--- config.mk ---
export PLATFORM = sky130hd
export DESIGN_NAME = array_arbiter_flat
export DESIGN_NICKNAME = d
export VERILOG_FILES = /design/src/rtl/array_arbiter_pkg.sv /design/src/rtl/array_arbiter_if.sv /design/src/rtl/array_arbiter_rr_pick2.sv /design/src/rtl/array_arbiter.sv /design/src/flat_wrapper.sv
export SDC_FILE = /design/constraint.sdc
export NUM_CORES = 1
export LEC_CHECK = 0
export CORE_MARGIN = 4
export CORE_UTILIZATION = 26
export DETAILED_ROUTE_END_ITERATION = 12
export HOLD_SLACK_MARGIN = 0.03
export PLACE_DENSITY = 0.85
export SLEW_MARGIN = 20
export SYNTH_ARGS = -nofsm -noshare
export SYNTH_HDL_FRONTEND = slang
export SYNTH_SLANG_ARGS = --single-unit
--- constraint.sdc ---
create_clock -name clk -period 2.2 [get_ports clk]
set_input_delay 0.22 -clock clk [delete_from_list [all_inputs] [get_ports clk]]
set_output_delay 0.22 -clock clk [all_outputs]
set_load 0.05 [all_outputs]
--- src/rtl/array_arbiter_pkg.sv ---
// array_arbiter_pkg
//   Shared constants for the two-requester array arbiter.
//   DEF_ADDR_W / DEF_DATA_W : default address and data widths (16 x 32-bit array).
//   REQ0 / REQ1             : requester index constants.
//   CNT_W / CNT_MAX         : width and saturation value of the acceptance counter.
//   sat_inc                 : saturating increment used by the acceptance counter.
package array_arbiter_pkg;

  localparam int DEF_ADDR_W = 4;
  localparam int DEF_DATA_W = 32;
  localparam int CNT_W      = 16;

  localparam logic REQ0 = 1'b0;
  localparam logic REQ1 = 1'b1;

  localparam logic [CNT_W-1:0] CNT_MAX = '1;

  function automatic logic [CNT_W-1:0] sat_inc(input logic [CNT_W-1:0] v);
    return (v == CNT_MAX) ? v : v + 1'b1;
  endfunction

endpackage

--- src/rtl/array_arbiter_if.sv ---
// array_arbiter_if
//   One array-style memory port: valid/ready handshake plus addr/we/di and the
//   asynchronous read data (dout).
//   Handshake: a transaction is transferred in the cycle where valid & ready are
//   both high. The master holds addr/we/di stable while valid & !ready; it may
//   drop valid while ready is low. Read data on dout is meaningful in the
//   transfer cycle when we is low.
//   master modport: drives valid/addr/we/di (and lock), receives ready/dout.
//   slave modport : the reverse.
//   Build option ARRAY_ARBITER_LOCK_EN adds the lock request bit.
interface array_arbiter_if
  import array_arbiter_pkg::*;
#(
  parameter int ADDR_W = DEF_ADDR_W,
  parameter int DATA_W = DEF_DATA_W
);

  logic              valid;
  logic              ready;
  logic [ADDR_W-1:0] addr;
  logic              we;
  logic [DATA_W-1:0] di;
  logic [DATA_W-1:0] dout;
`ifdef ARRAY_ARBITER_LOCK_EN
  logic              lock;

  modport master (output valid, addr, we, di, lock, input ready, dout);
  modport slave  (input valid, addr, we, di, lock, output ready, dout);
`else
  modport master (output valid, addr, we, di, input ready, dout);
  modport slave  (input valid, addr, we, di, output ready, dout);
`endif

endinterface

--- src/rtl/array_arbiter_rr_pick2.sv ---
// rr_pick2
//   Combinational 2-way round-robin selector.
//   valid[1:0] : request vector (bit i = requester i).
//   last       : index of the requester served most recently.
//   sel        : selected requester index (0 when nothing is requested).
//   any        : at least one request is present.
module rr_pick2
  import array_arbiter_pkg::*;
(
  input  logic [1:0] valid,
  input  logic       last,
  output logic       sel,
  output logic       any
);

  always_comb begin
    any = |valid;
    if (valid == 2'b11) sel = ~last;   // tie goes to the one not served last
    else if (valid[1])  sel = REQ1;
    else                sel = REQ0;
  end

endmodule

--- src/rtl/array_arbiter.sv ---
// array_arbiter
//   Round-robin arbiter sharing one array port (async read, sync write)
//   between two requesters. One transaction per cycle; read data returns in
//   the grant cycle.
//   clk, rst   : clock and asynchronous active-high reset.
//   in0, in1   : requester ports (slave side).
//   out0       : array port (master side).
//   last_grant : index of the most recently served requester (debug, reset 1).
//   busy_cnt   : saturating count of accepted transactions (debug).
//   Build option ARRAY_ARBITER_LOCK_EN: a requester that completes a
//   transaction with lock=1 owns the port until its next accepted transaction
//   with lock=0 (atomic read-modify-write).
module array_arbiter
  import array_arbiter_pkg::*;
#(
  parameter int ADDR_W = DEF_ADDR_W,
  parameter int DATA_W = DEF_DATA_W
)(
  input  logic               clk,
  input  logic               rst,
  array_arbiter_if.slave     in0,
  array_arbiter_if.slave     in1,
  array_arbiter_if.master    out0,
  output logic               last_grant,
  output logic [CNT_W-1:0]   busy_cnt
);

  logic [1:0]        req_v;
  logic              sel;
  logic              any;
  logic              grant_v;
  logic              accept;
  logic [ADDR_W-1:0] sel_addr;
  logic [DATA_W-1:0] sel_di;
  logic              sel_we;

`ifdef ARRAY_ARBITER_LOCK_EN
  logic locked;
  logic owner;
  logic sel_lock;
`endif

  // While locked, the non-owner's request is hidden from the picker.
  always_comb begin
    req_v = {in1.valid, in0.valid};
`ifdef ARRAY_ARBITER_LOCK_EN
    if (locked) req_v = owner ? {in1.valid, 1'b0} : {1'b0, in0.valid};
`endif
  end

  rr_pick2 u_pick (
    .valid (req_v),
    .last  (last_grant),
    .sel   (sel),
    .any   (any)
  );

  // With nothing selected sel is 0, so the bus idles on requester 0's fields.
  assign sel_addr = sel ? in1.addr : in0.addr;
  assign sel_di   = sel ? in1.di   : in0.di;
  assign sel_we   = sel ? in1.we   : in0.we;

  // Reset gates the request so a write in flight at reset never reaches the array.
  assign grant_v = any & ~rst;
  assign accept  = grant_v & out0.ready;

  assign out0.valid = grant_v;
  assign out0.addr  = sel_addr;
  assign out0.we    = grant_v & sel_we;
  assign out0.di    = sel_di;

  assign in0.ready = accept & (sel == REQ0);
  assign in1.ready = accept & (sel == REQ1);
  assign in0.dout  = out0.dout;
  assign in1.dout  = out0.dout;

`ifdef ARRAY_ARBITER_LOCK_EN
  assign sel_lock  = sel ? in1.lock : in0.lock;
  assign out0.lock = grant_v & sel_lock;
`endif

  always_ff @(posedge clk or posedge rst) begin
    if (rst) begin
      last_grant <= REQ1;
      busy_cnt   <= '0;
`ifdef ARRAY_ARBITER_LOCK_EN
      locked     <= 1'b0;
      owner      <= 1'b0;
`endif
    end else if (accept) begin
      last_grant <= sel;
      busy_cnt   <= sat_inc(busy_cnt);
`ifdef ARRAY_ARBITER_LOCK_EN
      // When locked only the owner can be accepted, so sel == owner here.
      if (!locked) begin
        if (sel_lock) begin
          locked <= 1'b1;
          owner  <= sel;
        end
      end else if (!sel_lock) begin
        locked <= 1'b0;
      end
`endif
    end
  end

endmodule

--- src/flat_wrapper.sv ---
// flat-port wrapper written by rule: the top's interface ports become plain ports
module array_arbiter_flat import array_arbiter_pkg::*;
#(
  parameter int ADDR_W = DEF_ADDR_W,
  parameter int DATA_W = DEF_DATA_W
)
  (clk, rst, last_grant, busy_cnt, in0_valid, in0_addr, in0_we, in0_di, in0_ready, in0_dout, in1_valid, in1_addr, in1_we, in1_di, in1_ready, in1_dout, out0_valid, out0_addr, out0_we, out0_di, out0_ready, out0_dout);
  array_arbiter_if #(.ADDR_W(ADDR_W), .DATA_W(DATA_W)) in0_i ();
  array_arbiter_if #(.ADDR_W(ADDR_W), .DATA_W(DATA_W)) in1_i ();
  array_arbiter_if #(.ADDR_W(ADDR_W), .DATA_W(DATA_W)) out0_i ();
  input  logic clk;
  input  logic rst;
  output logic last_grant;
  output logic [CNT_W-1:0] busy_cnt;
  input wire logic [$bits(in0_i.valid)-1:0] in0_valid;
  input wire logic [$bits(in0_i.addr)-1:0] in0_addr;
  input wire logic [$bits(in0_i.we)-1:0] in0_we;
  input wire logic [$bits(in0_i.di)-1:0] in0_di;
  output wire logic [$bits(in0_i.ready)-1:0] in0_ready;
  output wire logic [$bits(in0_i.dout)-1:0] in0_dout;
  input wire logic [$bits(in1_i.valid)-1:0] in1_valid;
  input wire logic [$bits(in1_i.addr)-1:0] in1_addr;
  input wire logic [$bits(in1_i.we)-1:0] in1_we;
  input wire logic [$bits(in1_i.di)-1:0] in1_di;
  output wire logic [$bits(in1_i.ready)-1:0] in1_ready;
  output wire logic [$bits(in1_i.dout)-1:0] in1_dout;
  output wire logic [$bits(out0_i.valid)-1:0] out0_valid;
  output wire logic [$bits(out0_i.addr)-1:0] out0_addr;
  output wire logic [$bits(out0_i.we)-1:0] out0_we;
  output wire logic [$bits(out0_i.di)-1:0] out0_di;
  input wire logic [$bits(out0_i.ready)-1:0] out0_ready;
  input wire logic [$bits(out0_i.dout)-1:0] out0_dout;
  assign in0_i.valid = in0_valid;
  assign in0_i.addr = in0_addr;
  assign in0_i.we = in0_we;
  assign in0_i.di = in0_di;
  assign in0_ready = in0_i.ready;
  assign in0_dout = in0_i.dout;
  assign in1_i.valid = in1_valid;
  assign in1_i.addr = in1_addr;
  assign in1_i.we = in1_we;
  assign in1_i.di = in1_di;
  assign in1_ready = in1_i.ready;
  assign in1_dout = in1_i.dout;
  assign out0_valid = out0_i.valid;
  assign out0_addr = out0_i.addr;
  assign out0_we = out0_i.we;
  assign out0_di = out0_i.di;
  assign out0_i.ready = out0_ready;
  assign out0_i.dout = out0_dout;
  array_arbiter #(.ADDR_W(ADDR_W), .DATA_W(DATA_W)) u_core (.clk(clk), .rst(rst), .in0(in0_i), .in1(in1_i), .out0(out0_i), .last_grant(last_grant), .busy_cnt(busy_cnt));
endmodule
==> results of run 1 <==
-- cells by family (layout without fill, tap and decap cells) --
group | Yosys count | count (layout) | share of synthesized area
compound gates | 3 | 3 | 0.0139
xor+xnor | 15 | 15 | 0.0729
fa+ha+maj | 1 | 1 | 0.00694
buf+inv | 70 | 142 | 0.282
flops | 17 | 17 | 0.237
mux | 38 | 38 | 0.239
simple gates | 41 | 41 | 0.149
-- flip-flops by register name, indices dropped and copies added, names as in the netlist --
signal / count
u_core.busy_cnt: 16
u_core.last_grant: 1
-- power breakdown --
part           internal (uW)  total, uW  switching (uW)  leakage [uW]
clock                    126        239             113     0.0000255
combinational            440       1060             619      0.000968
sequential               372        470            98.6      0.000221
-- path summary, 6_finish.rpt --
path                                            startpoint  slack (ps)  cells after the start                               to
min reg2reg                u_core.busy_cnt[15]$_DFFE_PP0P_         520                      1  u_core.busy_cnt[15]$_DFFE_PP0P_
max in group asynchronous                              rst        1380                      2  u_core.busy_cnt[11]$_DFFE_PP0P_
max                                              in1_valid         220                      5                      out0_di[24]
min in group clk                             out0_dout[11]         440                      0                     in0_dout[11]
min                                                    rst         400                      2   u_core.busy_cnt[0]$_DFFE_PP0P_
max reg2reg                 u_core.busy_cnt[0]$_DFFE_PP0P_         360                      5   u_core.busy_cnt[1]$_DFFE_PP0P_
-- synth_stat cells --
library cell,number
nand2_1,5
and2_1,1
and3_1,3
a21boi_0,1
nor3_1,9
nand4_4,1
nor2b_1,1
buf_2,5
nor4_4,1
nor2_2,1
nor3b_1,1
and4_2,1
nand4_1,5
buf_4,64
xor2_1,15
nor4b_1,2
and4_1,2
inv_1,1
nand3_1,4
ha_1,1
nor4_1,2
mux2_4,1
a21o_1,1
dfrtp_1,16
o21ba_2,1
nor2_1,2
mux2_2,36
dfstp_2,1
mux2i_1,1
-- worst register-to-register path, stage by stage (launching register included) --
cell and delay [ps]:
dfrtp_1 430, ha_1 220, nand3_1 130, nor4_4 540, nor2_2 100, mux2_4 310
-- layout make-up --
cell class | count | area (um^2) | share of cell area
well taps | 80 | 100 | 0.0361
clock inverters | 1 | 5.00 | 0.00181
flip-flops and latches | 17 | 427 | 0.154
multi-input cells | 98 | 878 | 0.317
clock buffers | 3 | 41.3 | 0.0149
inverters | 1 | 3.75 | 0.00135
repair buffers | 137 | 1320 | 0.475
-- stage by stage --
stage | hold WS (ps) | worst slack [ps] | cells | power (uW) | instance area (um^2)
after CTS | 414 | 235 | 337 | 1780 | 2770
after global routing | 440 | 165 | 337 | 1850 | 2770
after global placement | 441 | 266 | 333 | 1530 | 2730
after detailed placement | 441 | 239 | 333 | 1540 | 2730
after floorplan | 145 | 96.3 | 185 | 1420 | 1800
final | 399 | 223 | 337 | 1770 | 2770
-- metal layers --
metal | wire length, um | part of all wire
met1 | 2190 | 0.39
met2 | 2870 | 0.51
met3 | 475 | 0.085
met4 | 76 | 0.014
met5 | 0 | 0
==> flow_metrics.env, run 1 <==
export IMPL_finalCritPeriodShare=0.899
export IMPL_p_per_area_nw_per_um2=638
export IMPL_slowest_delay_ps=500
export IMPL_most_common_layout_cells="clkdlybuf4s50_1, buf_4, mux2_2"
export IMPL_grt_usage=0.131
export IMPL_end_kind="output pin"
export IMPL_place_gp_congestion=0.861
export IMPL_core_area_um2=6760
export IMPL_crit_chain="clkdlybuf4s50_1 -> a21boi_4 -> buf_12 -> mux2_2 -> buf_4"
export IMPL_initial_utilization=0.267
export IMPL_grt_busiest_layer="met2"
export IMPL_synth_top_cell_by_area="buf_4"
export IMPL_hold_path_class="in -> async"
export IMPL_routed_wl_um=5610
export IMPL_worstMarginPinSlew_ps=650
export IMPL_wl_per_cell_um=16.6
export IMPL_fmax_mhz=506
export IMPL_first_pass_iters=4
export IMPL_post_route_util=0.410
export IMPL_synthTopCellsByArea="buf_4, mux2_2, dfrtp_1, xor2_1, nor3_1"
export IMPL_root_buffer="clkbuf_8"
export IMPL_final_hold_viol_count=0
export IMPL_skew_ps=4.03
export IMPL_antenna_found_initial=0
export IMPL_grt_pass1_vias=1686
export IMPL_insertion_delay_ps=260
export IMPL_vias=1512
export IMPL_rsz0062_at_grt="false"
export IMPL_cp_slowest_cell="clkdlybuf4s50_1"
export IMPL_cts_tree="yes"
export IMPL_diodes=0
export IMPL_p_leak_uw=0.00121
export IMPL_grt_use_met1=0.148
export IMPL_synthesis_nets=297
export IMPL_setup_violations=0
export IMPL_synth_seq_cells=17
export IMPL_remaining_drc_errors=0
export IMPL_area_growth_synth_to_final_pct=53.7
export IMPL_fill_cells=658
export IMPL_globalRouteMet2Util=0.231
export IMPL_drive_above_1_share=0.350
export IMPL_cts_buffer_depth=2
export IMPL_dieWidth_um=91.3
export IMPL_syn_avg_cell_area_um2=9.75
export IMPL_drv_slew=0
export IMPL_cts_resized=0
export IMPL_grt_pass1_wl_um=8760
export IMPL_die_area_um2=8330
export IMPL_cp_start_kind="input port"
export IMPL_synthCells=185
export IMPL_yosys_area_top_type_share=0.266
export IMPL_seq_area_frac_synth=0.237
export IMPL_postCtsSetupBuffers=0
export IMPL_grt_overflow_total=0
export IMPL_vias_per_cell=4.49
export IMPL_vdd_drop_max_uv=412
export IMPL_outcome="finished clean"
export IMPL_required_ps=1980
export IMPL_cts_buffers=3
export IMPL_path_max_fanout=28
export IMPL_finalCriticalPeriod_ps=1980
export IMPL_arrival_ps=1760
export IMPL_clock_sinks=17
export IMPL_clk_pin_slew_ps=70
export IMPL_grt_util_met3=0.0406
export IMPL_die_h_um=91.3
export IMPL_ys_types=29
export IMPL_setup_tns_ps=0
export IMPL_drt_iter0_drc=20
export IMPL_hpwl_um=4770
export IMPL_cts_hold_buf=0
export IMPL_htreeDepth=1
export IMPL_critical_path_top_delay_family="buffers and inverters"
export IMPL_row_count=30
export IMPL_grt_max_degree=29
export IMPL_fin_nets=370
export IMPL_drv_cap=0
export IMPL_netlist_area_um2=1800
export IMPL_cp_num_buf_inv=3
export IMPL_io_pins=232
export IMPL_antenna_left=0
export IMPL_port_buffers=135
export IMPL_slew_headroom=0.566
export IMPL_layout_commonest_cell="clkdlybuf4s50_1"
export IMPL_ys_warn_count=0
export IMPL_path_class="in -> out"
Power figures use the tool's default switching activity.
==> run 2, diff against run 1 <==
--- a/config.mk
+++ b/config.mk
@@ -6,11 +6,12 @@
 export NUM_CORES = 1
 export LEC_CHECK = 0
 export CORE_MARGIN = 4
-export CORE_UTILIZATION = 26
+export CORE_UTILIZATION = 27
 export DETAILED_ROUTE_END_ITERATION = 12
 export HOLD_SLACK_MARGIN = 0.03
-export PLACE_DENSITY = 0.85
+export PLACE_DENSITY = 0.87
 export SLEW_MARGIN = 20
 export SYNTH_ARGS = -nofsm -noshare
 export SYNTH_HDL_FRONTEND = slang
+export SYNTH_HIERARCHICAL = 1
 export SYNTH_SLANG_ARGS = --single-unit
==> constraint.sdc (replaced) <==
create_clock -name clk -period 2.05 [get_ports clk]
set_input_delay 0.205 -clock clk [delete_from_list [all_inputs] [get_ports clk]]
set_output_delay 0.205 -clock clk [all_outputs]
set_load 0.05 [all_outputs]
==> flow_metrics.env, run 2 <==
export IMPL_slew_headroom=0.569
export IMPL_hold_depth=0
export IMPL_fin_nets=380
export IMPL_seq_area_frac_synth=0.229
export IMPL_layout_commonest_cell="clkdlybuf4s50_1"
export IMPL_root_buffer="clkbuf_8"
export IMPL_drv_slew=0
export IMPL_synthCells=192
export IMPL_core_area_um2=6760
export IMPL_path_max_fanout=12
export IMPL_r2r_slack_ps=440
export IMPL_power_uw=1860
export IMPL_cp_start_kind="input port"
export IMPL_initial_utilization=0.276
export IMPL_synthesis_nets=304
export IMPL_setup_violations=0
export IMPL_synth_compound_area_frac=0.0484
export IMPL_top_regs="u_core/busy_cnt x16, u_core/last_grant x1"
export IMPL_drt_iter0_drc=19
export IMPL_area_growth_synth_to_final_pct=53.5
export IMPL_grt_pass1_wl_um=9320
export IMPL_grt_pass1_vias=1613
export IMPL_first_pass_iters=4
export IMPL_netlist_area_um2=1860
export IMPL_yosys_area_top_type_share=0.262
export IMPL_reg2reg_depth=4
export IMPL_clock_sinks=17
export IMPL_seqCellArea_um2=427
export IMPL_required_ps=1850
export IMPL_grt_usage=0.144
export IMPL_syn_avg_cell_area_um2=9.70
export IMPL_post_synth_top_count_cell="buf_4"
export IMPL_yosys_mux_area_fraction=0.237
export IMPL_synth_xor_xnor_area_share=0.0376
export IMPL_synth_fa_ha_area_frac=0.00672
export IMPL_ys_top_cells_by_count="buf_4, mux2_2, dfrtp_1, xnor2_1, a21oi_1"
export IMPL_antenna_found_initial=0
export IMPL_synth_edf_count=0
export IMPL_die_h_um=91.1
export IMPL_arrival_ps=1760
export IMPL_synth_top_cell_by_area="buf_4"
export IMPL_vias=1608
export IMPL_vdd_drop_max_uv=362
export IMPL_fmax_mhz=508
export IMPL_dieWidth_um=91.1
export IMPL_die_area_um2=8290
export IMPL_multi_input_area_um2=936
export IMPL_synth_seq_cells=17
export IMPL_row_count=30
export IMPL_end_kind="output pin"
export IMPL_most_common_layout_cells="clkdlybuf4s50_1, buf_4, mux2_2"
export IMPL_setup_tns_ps=0
export IMPL_routed_wl_um=6630
export IMPL_vias_per_cell=4.63
export IMPL_p_leak_uw=0.00122
export IMPL_cts_buffer_depth=2
export IMPL_hpwl_um=5850
export IMPL_top_register="u_core/busy_cnt"
export IMPL_final_hold_viol_count=0
export IMPL_antenna_left=0
export IMPL_remaining_drc_errors=0
export IMPL_ys_types=39
export IMPL_port_buffers=135
export IMPL_ys_warn_count=6
export IMPL_worstMarginPinSlew_ps=646
export IMPL_grt_max_degree=27
export IMPL_outcome="finished clean"
export IMPL_rsz0062_at_grt="false"
export IMPL_htreeDepth=1
export IMPL_cts_resized=0
export IMPL_insertion_delay_ps=260
export IMPL_finalCriticalPeriod_ps=1970
export IMPL_synthTopCellsByArea="buf_4, mux2_2, dfrtp_1, xnor2_1, and4_1"
export IMPL_postCtsSetupBuffers=0
export IMPL_grt_overflow_total=0
export IMPL_cts_tree="yes"
export IMPL_cts_hold_buf=0
export IMPL_synth_flop_cell="dfrtp_1"
export IMPL_hold_path_class="in -> out"
export IMPL_largest_reg_flops=16
export IMPL_p_per_area_nw_per_um2=650
export IMPL_fill_cells=673
export IMPL_place_gp_congestion=0.795
export IMPL_async_flop_share=1.00
export IMPL_path_class="in -> out"
export IMPL_skew_ps=1.78
export IMPL_cts_buffers=3
export IMPL_diodes=0
export IMPL_yosys_area_share_simple=0.165
export IMPL_synth_top_family_by_area="buffers and inverters"
export IMPL_wl_per_cell_um=19.1
export IMPL_io_pins=232
export IMPL_drive_above_1_share=0.367
export IMPL_drv_cap=0
export IMPL_finalCritPeriodShare=0.960
## run 2: final timing paths
kind                                                      start                         endpoint
worst min-delay path                              out0_dout[17]                     in0_dout[17]
min in group asynchronous                                   rst   u_core/busy_cnt[1]$_DFFE_PP0P_
worst max-delay path                                  in0_valid                       out0_di[8]
max in group asynchronous                                   rst   u_core/busy_cnt[8]$_DFFE_PP0P_
worst max register to register   u_core/busy_cnt[7]$_DFFE_PP0P_   u_core/busy_cnt[1]$_DFFE_PP0P_
worst min register to register  u_core/busy_cnt[10]$_DFFE_PP0P_  u_core/busy_cnt[10]$_DFFE_PP0P_
## run 2: stage by stage
step                      setup WS, ps  std cells  hold WS [ps]  cell area [um^2]   util
after detailed placement          58.3        343           411              2810  0.416
after floorplan                   20.2        192           130              1870      -
after global routing              21.9        347           410              2860  0.423
after CTS                         75.1        347           411              2860  0.423
after global placement            87.4        343           411              2810  0.416
final                             81.9        347           410              2860  0.423
## run 2: layout make-up
cell class,instances,share of cell area
Clock inverter,1,0.00175
Multi-Input combinational cell,104,0.327
Timing Repair Buffer,141,0.471
Clock buffer,3,0.0144
Tap cell,80,0.0350
Sequential cell,17,0.149
Inverter,1,0.00131
## run 2: logic make-up after synthesis
kind of cell | Yosys count
buffers and inverters | 71
multiplexers | 39
AO/OA/AOI/OAI | 15
XOR/XNOR | 8
flip-flops | 17
adder cells (fa/ha/maj) | 1
AND/OR/NAND/NOR | 41
## run 2: power by group
group | total (uW) | internal, uW | leakage [uW] | switching (uW)
Combinational | 1130 | 480 | 0.000968 | 654
Clock | 254 | 135 | 0.0000255 | 119
Sequential | 469 | 391 | 0.000224 | 77.8
Total | 1860 | 1010 | 0.00122 | 851
## run 2: layer usage
layer  share of wire  GRT usage  up-vias
met2            0.56      0.287      111
li1                -          -      759
met1            0.33      0.139      734
met5               0          0        -
met3            0.10     0.0572        4
met4           0.016     0.0239        0
## run 2: critical path: stages
cell,delay (ps)
clkdlybuf4s50_1,410
buf_4,140
a21boi_4,200
buf_4,240
mux2_2,370
buf_4,190
